File: src/rtl/pack_out_reg.sv
// Valid/ready output holding register: owns out_valid, out_data, out_be.
// A load is only requested when the register is free or being drained on the
// same edge, so the payload never changes under a stalled valid.
module pack_out_reg #(
  parameter int DATA_W = 8,
  parameter int LANES  = 4
) (
  input  logic                     clk_i,
  input  logic                     rst_ni,
  input  logic                     load_i,
  input  logic [DATA_W*LANES-1:0]  data_i,
  input  logic [LANES-1:0]         be_i,
  input  logic                     ready_i,
  output logic                     valid_o,
  output logic [DATA_W*LANES-1:0]  data_o,
  output logic [LANES-1:0]         be_o
);
  logic                    valid_q;
  logic [DATA_W*LANES-1:0] data_q;
  logic [LANES-1:0]        be_q;

  // load wins over drain so back-to-back words keep valid high
  always_ff @(posedge clk_i or negedge rst_ni) begin
    if (!rst_ni) begin
      valid_q <= 1'b0;
      data_q  <= '0;
      be_q    <= '0;
    end else if (load_i) begin
      valid_q <= 1'b1;
      data_q  <= data_i;
      be_q    <= be_i;
    end else if (ready_i) begin
      valid_q <= 1'b0;
    end
  end

  assign valid_o = valid_q;
  assign data_o  = data_q;
  assign be_o    = be_q;
endmodule

File: config.mk
export PLATFORM = sky130hd
export DESIGN_NAME = pack_out_reg
export DESIGN_NICKNAME = d
export VERILOG_FILES = /design/src/rtl/pack_out_reg.sv
export SDC_FILE = /design/constraint.sdc
export NUM_CORES = 1
export LEC_CHECK = 0
export CORE_MARGIN = 1.5
export CORE_UTILIZATION = 42
export CTS_CLUSTER_DIAMETER = 60
export DETAILED_ROUTE_END_ITERATION = 6
export PLACE_DENSITY = 0.92
export SYNTH_ARGS = -nofsm -noshare
export SYNTH_HDL_FRONTEND = slang
export SYNTH_SLANG_ARGS = --single-unit
File: constraint.sdc
create_clock -name clk_i -period 1.5 [get_ports clk_i]
set_input_delay 0.3 -clock clk_i [delete_from_list [all_inputs] [get_ports clk_i]]
set_output_delay 0.3 -clock clk_i [all_outputs]
set_load 0.01 [all_outputs]
# [After elaboration in Yosys (flattened, before gate mapping)]
# Cells that the tools add are included.
[op_classes] mul=0 magnitude_cmp=0 n_eq_ne=0 shift=0 bitwise=0 mux=2 n_addsub=0 reduce_logical=1 div_mod_pow=0
[ops] op="two-way mux 1 bit" n=2
[ops] op="nonzero test 2 bit" n=1
[totals] out_inout_bits=37 regBits=37 romBits=0 word_cells=6 input_bits=40 memories=0 ramBits=0 latchBits=0

# [Longest topological paths before layout]
[logic_depth] ltp_word=2 depth_mapped=3 ltp_nobuf=2

# [Least setup slack after synthesis]
# Ideal clock, no wire load.
[synth_timing] kind="in2reg" from="input load_i" to="register data_q[0], in the netlist data_o[0]" arrival_ps=872 required_time_ps=1375 setup_time_ps=125 path_stages=3 setup_slack_ps=503 n_path_buf=2 path_cell_list="buf_6 -> buf_12 -> mux2_4"
[synth_rtl] item="from (decl)" line_no="10" text="input logic load_i,"
[synth_rtl] item="to (signal assigned)" line_no="30" text="data_q <= data_i;"
[synth_rtl] item="to (decl)" line_no="19" text="logic [DATA_W*LANES-1:0] data_q;"
# No word-level cell between the ends.

# [Final worst setup path]
[layout_timing] from="register data_q[23], in the netlist data_o[23]" to="output data_o[23]"
[layout_rtl] item="to (decl)" line_no="15" text="output logic [DATA_W*LANES-1:0] data_o,"
# No word-level cell between the ends.

==> load_flow_metrics.sql <==
INSERT INTO impl_metrics (metric_group, metric, value, unit) VALUES
('pwr', 'power_per_cell_area', '943.1', 'nW/µm²'),
('synthesis', 'seq_cells_post_synth', '37', ''),
('sta', 'final-hold-violation-count', '0', ''),
('global_route', 'global_routing_usage_summed_across_all_routing_layers', '20.75', '%'),
('synthesis', 'mappedNetlistNets', '119', ''),
('route', 'detail_route.drc_violations', '0', ''),
('global_route', 'first_global_vias', '1210', ''),
('die', 'die_area', '3996', 'µm²'),
('global_route', 'gr-max-usage-layer', 'met2', ''),
('route', 'route.detailed.vias_per_inst', '4.702', ''),
('global_route', 'grt_first_pass_wirelength', '6.085', 'mm'),
('synthesis', 'ys_warn_count', '0', ''),
('sta', 'fin_worst_skew', '0', 'ps'),
('setup_path', 'max_stage_delay', '400', 'ps'),
('die', 'floorplan.die.width', '63.21', 'µm'),
('setup_path', 'timing.critical_path.to_type', 'output port', ''),
('global_route', 'met2_usage', '37.50', '%'),
('sta', 'worst_pin_slew', '464.3', 'ps'),
('setup_path', 'critical_path_buf_inv_count', '1', ''),
('setup_path', 'cp.required', '1200', 'ps'),
('finish', 'final_nets', '201', ''),
('finish', 'register_area', '925.9', 'µm²'),
('cts', 'clock_edge_transition_at_the_registers_on_the_reported_setup_and_hold_paths', '120', 'ps'),
('place', 'port_buffers', '76', ''),
('cts', 'cts-root-to-sink-buffers', '2', ''),
('worst_hold_path', 'hold_path.class', 'in2reg', ''),
('pwr', 'total_switching_power', '0.0005773', 'W'),
('cts', 'worst_skew_late_latency', '340', 'ps'),
('sta', 'slew_violations', '0', ''),
('route', 'drt_iter0_drc', '26', ''),
('die', 'initial_utilization', '44.58', '%'),
('setup_path', 'critPathLaunchType', 'register', ''),
('sta', 'finalWorstPathRequiredPeriod', '1345', 'ps'),
('setup_path', 'timing.critical_path.arrival', '1050', 'ps'),
('synthesis', 'avgSynthCellArea', '19.27', 'µm²'),
('synthesis', 'synth_cells', '79', ''),
('sta', 'maxSlewHeadroom', '69.04', '%'),
('finish', 'drive_gt1_share', '29.01', '%'),
('finish', 'diodes', '0', ''),
('pwr', 'p_leak', '1.099', 'nW'),
('sta', 'timing.final.crit_share', '89.69', '%'),
('cts', 'number_of_setup_buffers_added_after_cts', '0', ''),
('sta', 'fmaxAchievable', '743.3', 'MHz'),
('route', 'detail-route-antenna-nets', '0', ''),
('job', 'cap_violations', '0', ''),
('place', 'placed_area', '2287', 'µm²'),
('finish', 'area.growth.synth_to_final', '51.52', '%'),
('pwr', 'p_clk_share', '24.0', '%'),
('setup_path', 'critical_path_peak_fanout', '2', ''),
('sta', 'unrepaired_setup_endpoints_after_global_routing', 'false', ''),
('cts', 'numClockSinks', '37', ''),
('route', 'drt-pass1-iter-count', '3', ''),
('finish', 'n_fill_cell', '273', ''),
('place', 'dp_worst_setup_slack', '296.8', 'ps'),
('die', 'rows', '21', ''),
('cts', 'clock_tree.htree_level_count', '2', ''),
('setup_path', 'criticalPathCategory', 'reg2out', ''),
('synthesis', 'ys_seq_area_share', '60.81', '%'),
('cts', 'tritoncts', 'yes', ''),
('synthesis', 'syn-cell-area', '1523', 'µm²'),
('global_route', 'initial_antenna_violation_count', '0', ''),
('global_route', 'grt_util_met3', '6.429', '%'),
('setup_path', 'slowest_library_cell_on_the_worst_path', 'dfrtp_1', ''),
('route', 'wl', '3.716', 'mm'),
('finish', 'utilization', '67.55', '%'),
('sta', 'final-setup-viol-count', '0', ''),
('sta', 'finalWorstSetupSlack', '154.6', 'ps'),
('finish', 'multi_input_comb_area', '521.8', 'µm²'),
('outcome', 'outcome', 'complete, no violations', ''),
('sta', 'setup-tns-final', '0', 'ps'),
('finish', 'stdcell_area', '2307', 'µm²');
-- cells by family (layout without fill, tap and decap cells) --
kind of cell    after synthesis  in the layout  synth area share, %
compound gates                1              1               0.4932
buf+inv                       5             88                4.930
flops                        37             37                60.81
mux                          36             36                33.77
-- cell usage in the layout (no fill, tap or decap), drive strengths merged --
| cell type | netlist | final |
|---|---|---|
| dfrtp | 37 | 37 |
| clkdlybuf4s50 | 0 | 37 |
| dlygate4sd2 | 0 | 37 |
| mux2 | 36 | 36 |
| clkbuf | 0 | 6 |
| buf | 4 | 4 |
| clkinvlp | 0 | 2 |
| inv | 1 | 1 |
| a21o | 1 | 1 |
| dlygate4sd3 | 0 | 1 |
-- state kept, by name, summed over array words and instances (netlist names) --
signal,cells
data_o,32
valid_o,1
be_o,4
-- per-stage QoR --
stage                     hold slack (ps)  cells
after floorplan                     4.409     79
after global placement              365.6    199
after detailed placement            383.7    199
after CTS                           454.3    208
after global routing                468.0    208
final                               461.8    208
-- repair_timing --
item                                   in CTS  in global routing
endpoints found under the hold margin      23                  0
hold buffers                                1                  0
setup endpoints to repair                  37                  0
resized for setup                          37                  0
-- cell usage after synthesis (all sizes together) --
| library cell | number | area, µm² |
|---|---|---|
| mux2 | 36 | 514.3 |
| dfrtp | 37 | 925.9 |
| inv | 1 | 3.750 |
| buf | 4 | 71.32 |
| a21o | 1 | 7.510 |
-- worst paths after layout --
| check | from | endpoint | slack [ps] | cells past startpoint |
|---|---|---|---|---|
| setup reg to reg | data_o[26] | data_o[26] | 700 | 1 |
| max in group asynchronous | rst_ni | data_o[3] | 620 | 3 |
| setup / recovery | data_o[23] | data_o[23] | 150 | 1 |
| min in group asynchronous | rst_ni | data_o[8] | 560 | 3 |
| hold reg to reg | valid_o | valid_o | 490 | 1 |
| hold / removal | load_i | valid_o | 460 | 3 |
-- routing by layer --
layer | share of wire, % | up-vias | wire length (µm)
met5 | 0 | - | 0
met4 | 3.8 | 0 | 141
met3 | 4.8 | 16 | 179
met2 | 56 | 34 | 2081
met1 | 35 | 486 | 1314
li1 | - | 442 | -
-- cell type report --
cell class,instances,area share (%)
clock buffer,6,1.790
tap,46,2.495
multi-input combinational,37,22.61
clock inverter,2,0.6508
timing repair buffer,79,32.16
inverter,1,0.1627
sequential,37,40.13
-- power by group through the flow --
stage | clock, W | combinational, W | sequential (W)
3_5_place_dp | 0 | 0.000578 | 0.00117
4_1_cts | 0.000541 | 0.000511 | 0.00115
3_3_place_gp | 0 | 0.000563 | 0.00116
2_1_floorplan | 0 | 0.000190 | 0.00121
6_report | 0.000521 | 0.000504 | 0.00115
5_1_grt | 0.000583 | 0.000536 | 0.00117
No activity file was read; power rests on OpenSTA's default activity.
